--- src/rtl/obi_bus_arbiter.sv ---
// obi_bus_arbiter
//   Merges the CV32E40X instruction-fetch and data OBI ports onto the single
//   SoC OBI bus. Only one transaction can be outstanding at a time. The port
//   that wins arbitration owns the bus from its address phase until its
//   response. A response watchdog completes transactions whose slave never
//   answers, so the core cannot stall forever on an unmapped or dead slave.
//
// Ports
//   clk_i, rst_ni           clock, asynchronous active-low reset
//   instr_*                 fetch-side OBI port (read only)
//   data_*                  data-side OBI port
//   soc_*                   arbitrated OBI port towards the SoC bus
//   timeout_o               sticky flag: a watchdog completion has occurred
//   busy_o                  high while a transaction is in address or response phase

module obi_bus_arbiter #(
  parameter int unsigned ADDR_WIDTH     = 32,
  parameter bit          RR_ENABLE      = 1'b0,
  parameter int unsigned TIMEOUT_CYCLES = 256,
  parameter logic [31:0] TIMEOUT_RDATA  = 32'hDEADBEEF
) (
  input  logic                  clk_i,
  input  logic                  rst_ni,
  input  logic                  instr_req_i,
  output logic                  instr_gnt_o,
  output logic                  instr_rvalid_o,
  input  logic [ADDR_WIDTH-1:0] instr_addr_i,
  output logic [31:0]           instr_rdata_o,
  input  logic                  data_req_i,
  output logic                  data_gnt_o,
  output logic                  data_rvalid_o,
  input  logic [ADDR_WIDTH-1:0] data_addr_i,
  input  logic [3:0]            data_be_i,
  input  logic                  data_we_i,
  input  logic [31:0]           data_wdata_i,
  output logic [31:0]           data_rdata_o,
  output logic                  soc_req_o,
  input  logic                  soc_gnt_i,
  input  logic                  soc_rvalid_i,
  output logic [ADDR_WIDTH-1:0] soc_addr_o,
  output logic [3:0]            soc_be_o,
  output logic                  soc_we_o,
  output logic [31:0]           soc_wdata_o,
  input  logic [31:0]           soc_rdata_i,
  output logic                  timeout_o,
  output logic                  busy_o
);

  typedef enum logic [1:0] {ST_IDLE, ST_ADDR, ST_RESP} state_e;
  typedef enum logic [1:0] {OWN_NONE, OWN_INSTR, OWN_DATA} owner_e;

  localparam int unsigned      CNT_W    = (TIMEOUT_CYCLES > 1) ? $clog2(TIMEOUT_CYCLES) : 1;
  localparam logic [CNT_W-1:0] CNT_LAST = CNT_W'(TIMEOUT_CYCLES - 1);
  localparam bit               WDOG_EN  = (TIMEOUT_CYCLES != 0);

  state_e           state_q, state_d;
  owner_e           owner_q, owner_d;
  owner_e           last_q, last_d;
  logic [CNT_W-1:0] cnt_q, cnt_d;
  logic             timeout_q, timeout_d;

  owner_e      winner;
  owner_e      sel;
  logic        gnt_fire;
  logic        resp_real;
  logic        resp_tout;
  logic        resp_fire;
  logic [31:0] resp_data;

  // Winner is forced to NONE while reset is asserted so that no bus request
  // or grant leaks out combinationally from a port that is still requesting.
  always_comb begin
    winner = OWN_NONE;
    if (rst_ni) begin
      if (instr_req_i && data_req_i) begin
        if (!RR_ENABLE) begin
          winner = OWN_DATA;
        end else begin
          winner = (last_q == OWN_DATA) ? OWN_INSTR : OWN_DATA;
        end
      end else if (data_req_i) begin
        winner = OWN_DATA;
      end else if (instr_req_i) begin
        winner = OWN_INSTR;
      end
    end
  end

  // In IDLE the winner drives the bus directly (zero added latency);
  // afterwards the locked owner does.
  assign sel = (state_q == ST_IDLE) ? winner : owner_q;

  always_comb begin
    soc_addr_o  = '0;
    soc_be_o    = '0;
    soc_we_o    = 1'b0;
    soc_wdata_o = '0;
    case (sel)
      OWN_INSTR: begin
        soc_addr_o = instr_addr_i;
        soc_be_o   = 4'hF;
      end
      OWN_DATA: begin
        soc_addr_o  = data_addr_i;
        soc_be_o    = data_be_i;
        soc_we_o    = data_we_i;
        soc_wdata_o = data_wdata_i;
      end
      default: ;
    endcase
  end

  assign soc_req_o   = ((state_q == ST_IDLE) && (winner != OWN_NONE)) || (state_q == ST_ADDR);
  assign gnt_fire    = soc_req_o && soc_gnt_i;
  assign instr_gnt_o = gnt_fire && (sel == OWN_INSTR);
  assign data_gnt_o  = gnt_fire && (sel == OWN_DATA);

  // A real response always beats a watchdog expiry in the same cycle.
  // Responses arriving outside RESP are simply never forwarded.
  assign resp_real = (state_q == ST_RESP) && soc_rvalid_i;
  assign resp_tout = WDOG_EN && (state_q == ST_RESP) && !soc_rvalid_i && (cnt_q == CNT_LAST);
  assign resp_fire = resp_real || resp_tout;
  assign resp_data = resp_real ? soc_rdata_i : TIMEOUT_RDATA;

  assign instr_rvalid_o = resp_fire && (owner_q == OWN_INSTR);
  assign data_rvalid_o  = resp_fire && (owner_q == OWN_DATA);
  assign instr_rdata_o  = instr_rvalid_o ? resp_data : 32'h0;
  assign data_rdata_o   = data_rvalid_o ? resp_data : 32'h0;

  assign busy_o    = (state_q != ST_IDLE);
  assign timeout_o = timeout_q;

  always_comb begin
    state_d   = state_q;
    owner_d   = owner_q;
    last_d    = last_q;
    cnt_d     = cnt_q;
    timeout_d = timeout_q;
    case (state_q)
      ST_IDLE: begin
        if (winner != OWN_NONE) begin
          owner_d = winner;
          if (soc_gnt_i) begin
            state_d = ST_RESP;
            last_d  = winner;
            cnt_d   = '0;
          end else begin
            state_d = ST_ADDR;
          end
        end
      end
      ST_ADDR: begin
        if (soc_gnt_i) begin
          state_d = ST_RESP;
          last_d  = owner_q;
          cnt_d   = '0;
        end
      end
      ST_RESP: begin
        if (resp_fire) begin
          state_d = ST_IDLE;
          owner_d = OWN_NONE;
          if (resp_tout) begin
            timeout_d = 1'b1;
          end
        end else begin
          cnt_d = cnt_q + CNT_W'(1);
        end
      end
      default: begin
        state_d = ST_IDLE;
        owner_d = OWN_NONE;
      end
    endcase
  end

  always_ff @(posedge clk_i or negedge rst_ni) begin
    if (!rst_ni) begin
      state_q   <= ST_IDLE;
      owner_q   <= OWN_NONE;
      last_q    <= OWN_INSTR;
      cnt_q     <= '0;
      timeout_q <= 1'b0;
    end else begin
      state_q   <= state_d;
      owner_q   <= owner_d;
      last_q    <= last_d;
      cnt_q     <= cnt_d;
      timeout_q <= timeout_d;
    end
  end

endmodule

--- config.mk ---
export PLATFORM = sky130hd
export DESIGN_NAME = obi_bus_arbiter
export DESIGN_NICKNAME = d
export VERILOG_FILES = /design/src/rtl/obi_bus_arbiter.sv
export SDC_FILE = /design/constraint.sdc
export NUM_CORES = 1
export LEC_CHECK = 0
export ABC_AREA = 1
export CAP_MARGIN = 5
export CORE_AREA = 3 3 108 110
export CTS_CLUSTER_SIZE = 28
export DETAILED_ROUTE_END_ITERATION = 6
export DIE_AREA = 0 0 111 113
export GPL_ROUTABILITY_DRIVEN = 1
export PLACE_DENSITY = 0.72
export SLEW_MARGIN = 20
export SYNTH_ARGS = -nofsm -noshare
export SYNTH_HDL_FRONTEND = slang
export SYNTH_SLANG_ARGS = --single-unit
export TNS_END_PERCENT = 30
--- constraint.sdc ---
create_clock -name clk_i -period 3.24 [get_ports clk_i]
set_input_delay 0.648 -clock clk_i [delete_from_list [all_inputs] [get_ports clk_i]]
set_output_delay 0.648 -clock clk_i [all_outputs]
set_load 0.01 [all_outputs]
# Word-level counts from Yosys, hierarchy flattened
# Cells that the tools add are included.
[op_classes]
reduce_logical = 21
n_bitwise = 1
muxes = 23
n_eq_ne = 11
addsub = 1
[op_table]
columns = ["cell", "n"]
rows = [
  ["32-bit 2-to-1 mux", 4],
  ["32-bit one-hot mux with 2 select lines", 1],
  ["8-bit 2-to-1 mux", 3],
  ["8-bit one-hot mux with 3 select lines", 1],
  ["2-bit 2-to-1 mux", 9],
  ["2-bit one-hot mux with 3 select lines", 2],
  ["3-bit AND reduction", 4],
  ["1-bit logical AND", 10],
  ["8-bit by 1-bit adder with 8-bit output, second input constant", 1],
  ["8-bit equality test, second input constant", 1],
  ["4-bit one-hot mux with 2 select lines", 1],
  ["2-bit by 1-bit equality test with 1-bit output, second input constant", 3],
  ["2-bit equality test, second input constant", 3],
  ["2-bit != test, second input constant", 3],
  ["2-bit nonzero test", 2],
  ["3-bit nonzero test", 1],
  ["2-bit logical NOT", 1],
  ["1-bit logical OR", 2],
  ["1-bit 2-to-1 mux", 2],
  ["2-bit by 1-bit != test with 1-bit output, second input constant", 1],
  ["1-bit logical NOT", 1],
  ["1-bit NOT", 1],
]
[totals]
in_bits = 139
output_inout_bits = 140
wordCells = 61
reg_bits = 13

# Logic depth before layout (Yosys ltp)
# Gate-level depths: netlist (run 1).
[logic_depth]
word_depth = 9
depth_mapped = 10
depth_no_buf = 9

# Least setup slack after synthesis (run 1)
# Ideal clock, no wire load.
[synth_path]
kind = "register -> output"
from = "reg state_q[0]"
to = "out soc_addr_o[27]"
path_stages_with_launch = 11
path_slack_ns = 0.646
arrival_ns = 1.946
path_buffers = 2
cell_sequence = "dfrtp_1 > nor2_1 > inv_1 > nor3_1 > a21oi_1 > inv_1 > ha_1 > clkbuf_1 > clkbuf_1 > nand2_1 > a21oi_1"
[synth_via]
elab_chain_len = 4
word_cells_on_any_way = 5
classes_between = "eq/ne (2); mux (2); reduce/logical (1)"
[synth_rtl]
columns = ["element", "line", "source"]
rows = [
  ["start: declaration", "56", "state_e state_q, state_d;"],
  ["start signal: assignment", "185", "state_q <= state_d;"],
  ["2-bit logical NOT *", "91", "assign sel = (state_q == ST_IDLE) ? winner : owner_q;"],
  ["2-bit 2-to-1 mux *", "91", ""],
  ["2-bit equality test or 2-bit by 1-bit equality test with 1-bit output (tied branches)", "98", "case (sel)"],
  ["32-bit one-hot mux with 2 select lines *", "98", ""],
  ["end: declaration", "40", "output logic [ADDR_WIDTH-1:0] soc_addr_o,"],
]
# Mark *: on every way between the ends. The rest lies on a longest branch, timed or not.

# Worst setup path after layout (run 1)
[layout_path]
from = "in data_req_i"
to = "out soc_addr_o[9]"
[layout_via]
elab_chain_len = 6
word_cells_on_any_way = 8
classes_between = "eq/ne (2); mux (5); reduce/logical (1)"
[layout_rtl]
columns = ["element", "line", "source"]
rows = [
  ["start: declaration", "29", "input logic data_req_i,"],
  ["2-bit 2-to-1 mux or 1-bit logical AND (tied branches)", "81, 75", ""],
  ["2-bit 2-to-1 mux *", "75", "if (instr_req_i && data_req_i) begin"],
  ["2-bit 2-to-1 mux *", "74", "if (rst_ni) begin"],
  ["2-bit 2-to-1 mux *", "91", ""],
  ["2-bit equality test or 2-bit by 1-bit equality test with 1-bit output (tied branches)", "98", ""],
  ["32-bit one-hot mux with 2 select lines *", "98", ""],
]
# Marked as above.

==> flow_metrics.tcl, run 1 <==
set metrics [dict create \
    synthSimpleGateAreaFrac_pct 54.1 \
    core_sq_um 10800 \
    arrival_ps 2510 \
    slew_headroom_pct 71.1 \
    vdd_ir_drop_max_v 0.000199 \
    multi_input_area_sq_um 1450 \
    die_h_microns 113 \
    crit_slowest_cell "clkdlybuf4s50_1" \
    routed_wl_mm 11.9 \
    worstPathRequired_ps 2590 \
    path_delay_family "buffers and inverters" \
    r2r_setup_slack_ps 1340 \
    vias 3665 \
    hold_buffers 0 \
    leakage_nw 2.55 \
    clockRootBuffer "clkbuf_8" \
    synthTopCellsByCount "nand2_1, nor2_1, inv_1, a21oi_1, clkbuf_1" \
    grt_start_max_net_pins 37 \
    seq_area_sq_um 327 \
    syn_nets 568 \
    drt_iter0_markers 169 \
    synthArstFlopShare_pct 100 \
    fin_setup_tns_ps 0 \
    vias_per_cell 4.36 \
    drt-wirelength-per-cell_microns 14.2 \
    worst_slew_pin_slew_ps 433 \
    drv_slew 0 \
    num_rows 38 \
    yosys_register_bits 13 \
    grt_first_pass_wirelength_mm 17.8 \
    firstDrtPassIters 5 \
    hold_class "input pin to async pin" \
    yosys_most_used_dff "dfrtp_1" \
    setup_slack_ps 77.7 \
    clock_sinks 13 \
    cts_buffers 3 \
    cts_tree "yes" \
    synthesis.area_sq_um 2080 \
    synth_cells 426 \
    start_util_pct 19.3 \
    avgSynthCellArea_sq_um 4.89 \
    h-tree-depth 1 \
    final_nets 844 \
    hold_viol 0 \
    synth.most_common_cell "nand2_1" \
    grt_pass1_vias 3597 \
    drc_errors 0 \
    synth_top_family_by_area "simple AND/OR/NAND/NOR gates" \
    synthMuxAreaShare_pct 0 \
    final_period_minus_worst_setup_slack_ps 3160 \
    min_period_over_period_pct 97.6 \
    path_max_fanout 12 \
    drive_above_1_share_pct 12.3 \
    ys_seq_area_share_pct 15.6 \
    startpoint_type "input pin" \
    synth_xor_area_share_pct 0.420 \
    clock_skew_ps 6.17 \
    overflow 0 \
    outcome "completed" \
    n_antenna_cell 0 \
    fillers 1104 \
    synth_top_area_share_pct 27.4 \
    dpl.hpwl_mm 9.84 \
    yosys.area.top_type "nand2_1" \
    syn2layout_area_growth_pct 141 \
    whs_ps 366 \
    antenna_found_initial 0 \
    grt_usage_pct 17.1 \
    end_kind "output port" \
    ant_nets 0 \
    synth.distinct_cells 19 \
    slowest_delay_ps 510 \
    place_ws_ps -460 \
    synth_fa_ha_area_share_pct 1.80 \
    portBuffers 278 \
    critical_path_class "input pin to output port" \
    critPathBufInv 5 \
    crit_chain "clkdlybuf4s50_1, inv_1, nor3_2, a21oi_2, inv_2, ha_4, buf_12, nand2_1, a21oi_1, dlygate4sd2_1" \
    yosysWarnings 0 \
    pwr_density_cell_nw_per_um2 303 \
    die_w_microns 111 \
    maxCapViolations 0 \
    cts.clk_slew.worst_paths_ps 50 \
    pin_count 279 \
    synth_edf_count 0 \
    synth_compound_area_share_pct 10.3 \
    place.gp.congestion 0.915 \
    synthTopCellsByArea "nand2_1, nor2_1, dfrtp_1" \
    clkLatencyLatePin_ps 250 \
    die_area_sq_um 12500 \
    setup_violations 0 \
    grt_setup_unrepaired "false" \
    cts_buffer_depth 2 \
    fmax_mhz 316 \
]
[path summary, 6_finish.rpt]
check                           cells past startpoint             startpoint                      to
worst max-delay path                               10             data_req_i           soc_addr_o[9]
worst min-delay path                                2                 rst_ni  owner_q[0]$_DFFE_PN0P_
worst max register to register                      8   cnt_q[1]$_DFFE_PN0P_    cnt_q[7]$_DFFE_PN0P_
worst min register to register                      2  timeout_o$_DFFE_PN0P_   timeout_o$_DFFE_PN0P_
max in group asynchronous                           3                 rst_ni    cnt_q[0]$_DFFE_PN0P_
min in group clk_i                                  2  timeout_o$_DFFE_PN0P_   timeout_o$_DFFE_PN0P_
[cells by family (layout without fill, tap and decap cells)]
kind of cell,count (synthesis),count (layout)
adder cells (fa/ha/maj),3,3
flip-flops,13,13
buffers and inverters,84,359
AO/OA/AOI/OAI,43,43
XOR/XNOR,1,1
AND/OR/NAND/NOR,282,282
[state kept, by name (all words and copies together), names as in the netlist]
register   cells
owner_q        2
state_q        2
timeout_o      1
cnt_q          8
[where the power goes]
group	internal, mW	switching [mW]	total (mW)
Combinational	0.554	0.613	1.17
Clock	0.0870	0.0606	0.148
Sequential	0.183	0.0259	0.209
Total	0.823	0.700	1.52
[placed cells by master, fill, tap and decap left out, types with 9 or more instances in the layout]
| cell type | Yosys | layout |
|---|---|---|
| clkbuf_2 | 0 | 39 |
| a21oi_1 | 39 | 34 |
| nand3_1 | 13 | 13 |
| clkdlybuf4s50_1 | 0 | 206 |
| buf_4 | 0 | 11 |
| dfrtp_1 | 13 | 12 |
| clkdlybuf4s15_1 | 0 | 9 |
| inv_1 | 55 | 53 |
| nand2_1 | 152 | 152 |
| nor2_1 | 108 | 107 |
| dlygate4sd2_1 | 0 | 18 |
[per-stage QoR]
step,instances,total power [mW],utilization (%),cell area [sq um]
5_1_grt,841,1.64,46.6,5030
3_5_place_dp,833,1.37,47.0,5070
3_3_place_gp,833,1.35,47.0,5070
6_report,841,1.52,46.6,5030
4_1_cts,839,1.52,47.7,5140
2_1_floorplan,426,0.698,-,2080
[worst reg2reg max path, stage by stage (launching register included)]
cell and delay (ps):
dfrtp_1 410, ha_1 220, nand2_1 100, nor2_2 140, nand2_1 70, nand3_1 320
nand2_1 320, nand2_1 150, nand2_1 60
[routing by layer]
metal  GRT usage, %  part of all wire [%]
met1           17.6                    35
met2           34.1                    53
met3           4.92                    10
met4           3.78                   2.4
met5              0                     0
[cell type report]
| cell class | instances | area share [%] |
|---|---|---|
| Inverter | 58 | 4.42 |
| Tap cell | 140 | 3.48 |
| Multi-Input combinational cell | 329 | 28.8 |
| Sequential cell | 13 | 6.49 |
| Timing Repair Buffer | 297 | 55.9 |
| Clock buffer | 4 | 0.895 |
[what timing repair did]
action                                  in CTS  in global routing
setup buffers                                0                  1
pin swaps                                    0                  5
gates cloned                                 2                  1
endpoints found under the setup margin      71                101
gates resized for setup                     85                104
Power figures use the tool's default switching activity.
==> inputs of run 2 (changes only) <==
Settings changed: CTS_CLUSTER_SIZE 28 to 24.
==> results of run 2 <==
Same layout as run 1: the final DEF is identical, and so are final timing and power.
